===== config.mk =====
export PLATFORM = sky130hd
export DESIGN_NAME = byte_word_packer
export DESIGN_NICKNAME = d
export VERILOG_FILES = /design/src/rtl/byte_word_packer.sv
export SDC_FILE = /design/constraint.sdc
export NUM_CORES = 1
export LEC_CHECK = 0
export CAP_MARGIN = 10
export CORE_UTILIZATION = 50
export CTS_BUF_LIST = sky130_fd_sc_hd__clkbuf_4 sky130_fd_sc_hd__clkbuf_8
export CTS_CLUSTER_DIAMETER = 80
export DETAILED_ROUTE_END_ITERATION = 7
export PLACE_DENSITY = 0.78
export SLEW_MARGIN = 20
export SYNTH_ARGS = -nofsm -noshare
export SYNTH_HDL_FRONTEND = slang
export SYNTH_SLANG_ARGS = --single-unit
export TNS_END_PERCENT = 20

===== constraint.sdc =====
create_clock -name clk -period 1.52 [get_ports clk]
set_input_delay 0.228 -clock clk [delete_from_list [all_inputs] [get_ports clk]]
set_output_delay 0.228 -clock clk [all_outputs]
set_load 0.005 [all_outputs]

===== src/rtl/byte_word_packer.sv =====
`timescale 1ns/1ps
// Streaming byte-to-word packer: gathers 8-bit bytes into 32-bit words with a lane keep mask.
// A byte flagged last closes a partial word; lane order is chosen by BIG_ENDIAN.
module byte_word_packer #(
  parameter bit BIG_ENDIAN = 1'b1
) (
  input  logic        clk,
  input  logic        areset_n,
  input  logic        in_valid,
  output logic        in_ready,
  input  logic [7:0]  in_data,
  input  logic        in_last,
  output logic        out_valid,
  input  logic        out_ready,
  output logic [31:0] out_data,
  output logic [3:0]  out_keep,
  output logic        out_last
);

  logic [1:0]  cnt_q, cnt_d;
  logic [31:0] acc_q, acc_d;
  logic [3:0]  kacc_q, kacc_d;
  logic [31:0] out_data_q, out_data_d;
  logic [3:0]  out_keep_q, out_keep_d;
  logic        out_last_q, out_last_d;
  logic        out_valid_q, out_valid_d;

  logic        in_ready_s;
  logic        in_fire_s;
  logic        out_fire_s;
  logic        complete_s;
  logic [1:0]  lane_s;
  logic [31:0] byte_word_s;
  logic [3:0]  byte_keep_s;

  // Physical lane for the k-th byte of a word.
  function automatic logic [1:0] lane_of(input logic [1:0] idx);
    if (BIG_ENDIAN) begin
      lane_of = 2'd3 - idx;
    end else begin
      lane_of = idx;
    end
  endfunction

  function automatic logic [31:0] place_byte(input logic [7:0] b, input logic [1:0] lane);
    logic [31:0] w;
    w = 32'd0;
    case (lane)
      2'd0:    w[7:0]   = b;
      2'd1:    w[15:8]  = b;
      2'd2:    w[23:16] = b;
      2'd3:    w[31:24] = b;
      default: w        = 32'd0;
    endcase
    return w;
  endfunction

  function automatic logic [3:0] lane_bit(input logic [1:0] lane);
    logic [3:0] k;
    case (lane)
      2'd0:    k = 4'b0001;
      2'd1:    k = 4'b0010;
      2'd2:    k = 4'b0100;
      2'd3:    k = 4'b1000;
      default: k = 4'b0000;
    endcase
    return k;
  endfunction

  // Handshake decode and next-state computation for accumulator and output register.
  always_comb begin
    in_ready_s  = !out_valid_q || out_ready;
    in_fire_s   = in_valid && in_ready_s;
    out_fire_s  = out_valid_q && out_ready;
    complete_s  = (cnt_q == 2'd3) || in_last;
    lane_s      = lane_of(cnt_q);
    byte_word_s = place_byte(in_data, lane_s);
    byte_keep_s = lane_bit(lane_s);

    cnt_d       = cnt_q;
    acc_d       = acc_q;
    kacc_d      = kacc_q;
    out_data_d  = out_data_q;
    out_keep_d  = out_keep_q;
    out_last_d  = out_last_q;
    out_valid_d = out_valid_q && !out_fire_s;

    if (in_fire_s && complete_s) begin
      // acc only ever holds filled lanes, so unused lanes are already zero.
      out_data_d  = acc_q | byte_word_s;
      out_keep_d  = kacc_q | byte_keep_s;
      out_last_d  = in_last;
      out_valid_d = 1'b1;
      acc_d       = 32'd0;
      kacc_d      = 4'd0;
      cnt_d       = 2'd0;
    end else if (in_fire_s) begin
      acc_d  = acc_q | byte_word_s;
      kacc_d = kacc_q | byte_keep_s;
      cnt_d  = cnt_q + 2'd1;
    end else begin
      cnt_d  = cnt_q;
      acc_d  = acc_q;
      kacc_d = kacc_q;
    end
  end

  // State and output registers.
  always_ff @(posedge clk or negedge areset_n) begin
    if (!areset_n) begin
      cnt_q       <= 2'd0;
      acc_q       <= 32'd0;
      kacc_q      <= 4'd0;
      out_data_q  <= 32'd0;
      out_keep_q  <= 4'd0;
      out_last_q  <= 1'b0;
      out_valid_q <= 1'b0;
    end else begin
      cnt_q       <= cnt_d;
      acc_q       <= acc_d;
      kacc_q      <= kacc_d;
      out_data_q  <= out_data_d;
      out_keep_q  <= out_keep_d;
      out_last_q  <= out_last_d;
      out_valid_q <= out_valid_d;
    end
  end

  assign in_ready  = in_ready_s;
  assign out_valid = out_valid_q;
  assign out_data  = out_data_q;
  assign out_keep  = out_keep_q;
  assign out_last  = out_last_q;

endmodule


==> impl_metrics.csv <==
group,metric,value,unit
status,result_of_the_run,"finished with violations",
status,violated_checks,"setup timing",
sta,fin_crit_sh,101,%
sta,report.final.setup_viol,2,
setup_path,path_max_fanout,14,
placed_design,placement.setup.worst_slack,-0.250,ns
synth,post-synth-top-area-fraction,58.2,%
finish,area_growth,30.0,%
route,drtIter0Drc,195,
global_route,number_of_antenna_violations_at_the_first_check_in_global_routing,0,
placed_design,buffer_ports.inserted,51,
die,core_box_area,0.00631,mm2
setup_path,ff2ff_path_depth,5,
global_route,grt_pass1_vias,2529,
setup_path,timing.reg2reg.setup_slack,-0.01,ns
setup_path,end_of_the_worst_register_to_register_path,"out_data[5]",
die,floorplan.die.height,82.9,um
setup_path,critPathRequiredTime,1.78,ns
synth,synth.lib_cells_used.distinct,27,
setup_path,critPathLaunchType,"flop",
global_route,grt_start_max_net_pins,77,
global_route,global_route_wire_length_before_repair,12.8,mm
sta,setup_repair_after_global_routing_missed_its_margin,"yes",
clock_network,root_buffer_master,"clkbuf_8",
synth,synth_area_leader_cell,"dfrtp_1",
route,final_wl,8.36,mm
synth,ys_warn_count,0,
synth,postSynthNetCount,325,
route,detail_route.first_pass.iterations,4,
synth,share_of_the_synthesized_area_in_compound_gates_ao_oa_aoi_oai,25.8,%
synth,cells_after_synthesis,304,
die,horizontal_die_dimension,82.9,um
sta,final-max-slew-violation-count,0,
power_and_ir_drop,ir_drop,0.966,mV
clock_network,path_clk_slew,0.07,ns
synth,synth_xor_area_share,0,%
placed_design,dp_hpwl,5.04,mm
synth,post_synth_mux_area_share,0,%
die,ioPinCount,52,
worst_hold_path,worst_hold_path_type,"in2async",
placed_design,postPlaceCellArea,0.00391,mm2
power_and_ir_drop,power_leakage,1.90,nW
power_and_ir_drop,power.share.clock,22.0,%
die,die-area,0.00687,mm2
clock_network,clock_insertion_delay_worst_skew,0.35,ns
synth,synth_fa_ha_area_share,3.06,%
power_and_ir_drop,p_seq_share,45.4,%
synth,postSynthAreaPerCell,10.8,um2
sta,timing.setup.tns,-0.0152,ns
synth,synth_area_leaders,"dfrtp_1 58%, o31ai_1 8.3%, a31oi_1 5.4%, a21oi_1 5.1%, o21ai_1 4.4%",
clock_network,cts_tree,"yes",
setup_path,critical-path-max-stage-delay,0.46,ns
setup_path,timing.critical_path.cells,"nor2b_4 > buf_6 > or3_4 > buf_8 > o21ai_1",
setup_path,critical_path.reg2reg.startpoint,"out_valid",
setup_path,endpoint_kind,"flop",
setup_path,critical_path.top_delay_family,"simple AND/OR/NAND/NOR gates",
run,cap_violations,0,
sta,tightest_slew,0.401,ns
synth,dominantRegCellSynth,"dfrtp_1",
sta,report.final.hold_viol_count,0,
synth,yosysSeqAreaShare,58.2,%
route,detail_route.drc_violations,0,
power_and_ir_drop,power.internal,4.18,mW
clock_network,clock_tree.htree_level_count,3,
synth,synth_top_family_by_area,"compound AO/OA/AOI/OAI gates",
synth,synthesis.area,0.00327,mm2
route,drtAntennaViolNets,0,
global_route,gr-total-overflow,0,
route,wl_per_cell,18.8,um
synth,synth.ff_latch_count,76,
power_and_ir_drop,power.switching_fraction,31.1,%
clock_network,clockBufferDepth,2,
sta,timing.max_slew.rel_slack,73.3,%
route,detailroute.via_count,2678,
global_route,globalRouteTotalUtil,23.9,%
die,start_util,51.8,%
synth,post_synth_and_or_nand_nor_area_fraction,7.54,%
sta,max_clock_freq,0.652,GHz
sta,timing.clock.skew,0.00672,ns
finish,post_route_cells_drive_above_1_share,21.3,%
synth,async_flop_share,100,%
finish,final_cell_area,0.00425,mm2
power_and_ir_drop,power.total,6.07,mW
setup_path,cp_slowest_cell,"or3_4",
power_and_ir_drop,total_switching_power,1.89,mW
route,via_per_inst,6.03,
sta,final.setup.worst_slack,-0.0147,ns
synth,synth_enable_flop_cells,0,
sta,fin_crit,1.53,ns
finish,num_antenna_cells,0,
setup_path,critical_path_buf_inv_count,2,
placed_design,gp_congestion,0.823,
die,placement_rows,29,
clock_network,cts_buffers,9,
power_and_ir_drop,power_density,1430,mW/mm2
power_and_ir_drop,power.share.combinational,32.7,%
setup_path,timing.setup.critical_path_class,"reg2reg",
finish,fin_nets,384,
setup_path,worst_ep_arrival_time,1.80,ns
clock_network,cts_num_sinks,76,
==> routing by layer <==
| layer | track usage [%] | routed length, um | vias up |
|---|---|---|---|
| li1 | - | - | 1219 |
| met2 | 34.9 | 3920 | 110 |
| met5 | 0 | 0 | - |
| met1 | 34.9 | 3660 | 1329 |
| met4 | 10.3 | 196 | 0 |
| met3 | 4.77 | 579 | 20 |
==> area by class of cell <==
class | count | area, um2
fill | 500 | 2060
sequential | 76 | 1900
multi-input combinational | 194 | 1270
timing repair buffer | 78 | 797
clock buffer | 13 | 154
tap | 77 | 96.3
inverter | 4 | 16.3
clock inverter | 2 | 12.5
==> layout by cell type, fill, tap and decap left out <==
cell and n:
a21oi_1 33, a31oi_1 27, a31oi_2 1, a32o_1 1, a41o_1 1, and2_1 1
and2_2 2, and2_4 8, buf_12 3, buf_2 1, buf_4 18, buf_6 2
buf_8 1, clkbuf_16 2, clkbuf_4 4, clkbuf_8 9, clkdlybuf4s50_1 49, clkinv_2 2
clkinvlp_4 1, dfrtp_1 76, dlygate4sd2_1 1, dlygate4sd3_1 1, ha_1 8, inv_1 2
inv_2 1, nand2_1 2, nand4_1 1, nor2_1 32, nor2_4 1, nor2b_4 1
nor3_4 1, o21ai_0 1, o21ai_1 17, o21ai_2 19, o31ai_1 36, or3_4 1
==> what timing repair did <==
action | 4_1_cts | 5_1_grt
setup endpoints to repair | 2 | 53
pin swaps | 0 | 22
endpoints found under the hold margin | 76 | 0
buffers inserted | 1 | 0
hold buffers | 1 | 0
gates cloned | 0 | 3
gates resized for setup | 5 | 23
==> worst register-to-register path: stages, from the launching register on <==
cell and delay, ns:
dfrtp_1 0.38, nor2b_4 0.14, buf_6 0.12, or3_4 0.46, buf_8 0.18, o21ai_1 0.16
==> state kept, by name (all words and copies together), names as in the netlist <==
register and cells:
acc_q 32, out_keep 4, out_valid 1, out_last 1, out_data 32, cnt_q 2
kacc_q 4
==> worst max-delay path by stage <==
stage,from,end,slack [ns],depth (start not counted)
5_1_grt,cnt_q[0],acc_q[15],-0.1,6
6_report,out_valid,out_data[5],-0.01,5
3_3_place_gp,out_ready,in_ready,-0.24,4
2_1_floorplan,cnt_q[0],acc_q[5],-0.07,7
4_1_cts,out_valid,acc_q[0],0.007,5
3_5_place_dp,out_ready,in_ready,-0.25,4
==> cells by family (layout without fill, tap and decap cells) <==
logic type	Yosys count	in the layout
buffers and inverters	34	97
AOI/OAI and AO/OA	136	136
DFF	76	76
and+or+nand+nor	50	50
adders and majority gates	8	8
==> metrics by stage <==
stage | hold slack, ns | util (%) | instances
after floorplan | -0.0676 | - | 304
after detailed placement | 0.290 | 61.9 | 424
after global routing | 0.482 | 67.3 | 444
after CTS | 0.450 | 65.0 | 441
final | 0.442 | 67.3 | 444
after global placement | 0.290 | 61.9 | 424
==> cells in the mapped netlist (2+ instances only) <==
cell and count:
a31oi_1 28, and2_1 8, and2_4 3, nand2_1 2
buf_2 5, o21ai_1 29, nor2_1 32, o31ai_1 36
ha_1 8, buf_6 5, dfrtp_1 76, inv_1 2
a21oi_1 33, buf_4 2, o21ai_2 7, clkbuf_1 14
buf_1 4
==> power by group through the flow <==
| stage | sequential [mW] | combinational, mW | clock, mW |
|---|---|---|---|
| 3_3_place_gp | 2.77 | 1.78 | 0 |
| 4_1_cts | 2.75 | 1.86 | 1.36 |
| 6_report | 2.75 | 1.98 | 1.33 |
| 5_1_grt | 2.80 | 2.16 | 1.43 |
| 2_1_floorplan | 2.78 | 0.865 | 0 |
| 3_5_place_dp | 2.79 | 1.83 | 0 |
No activity file was read; power rests on OpenSTA's default activity.
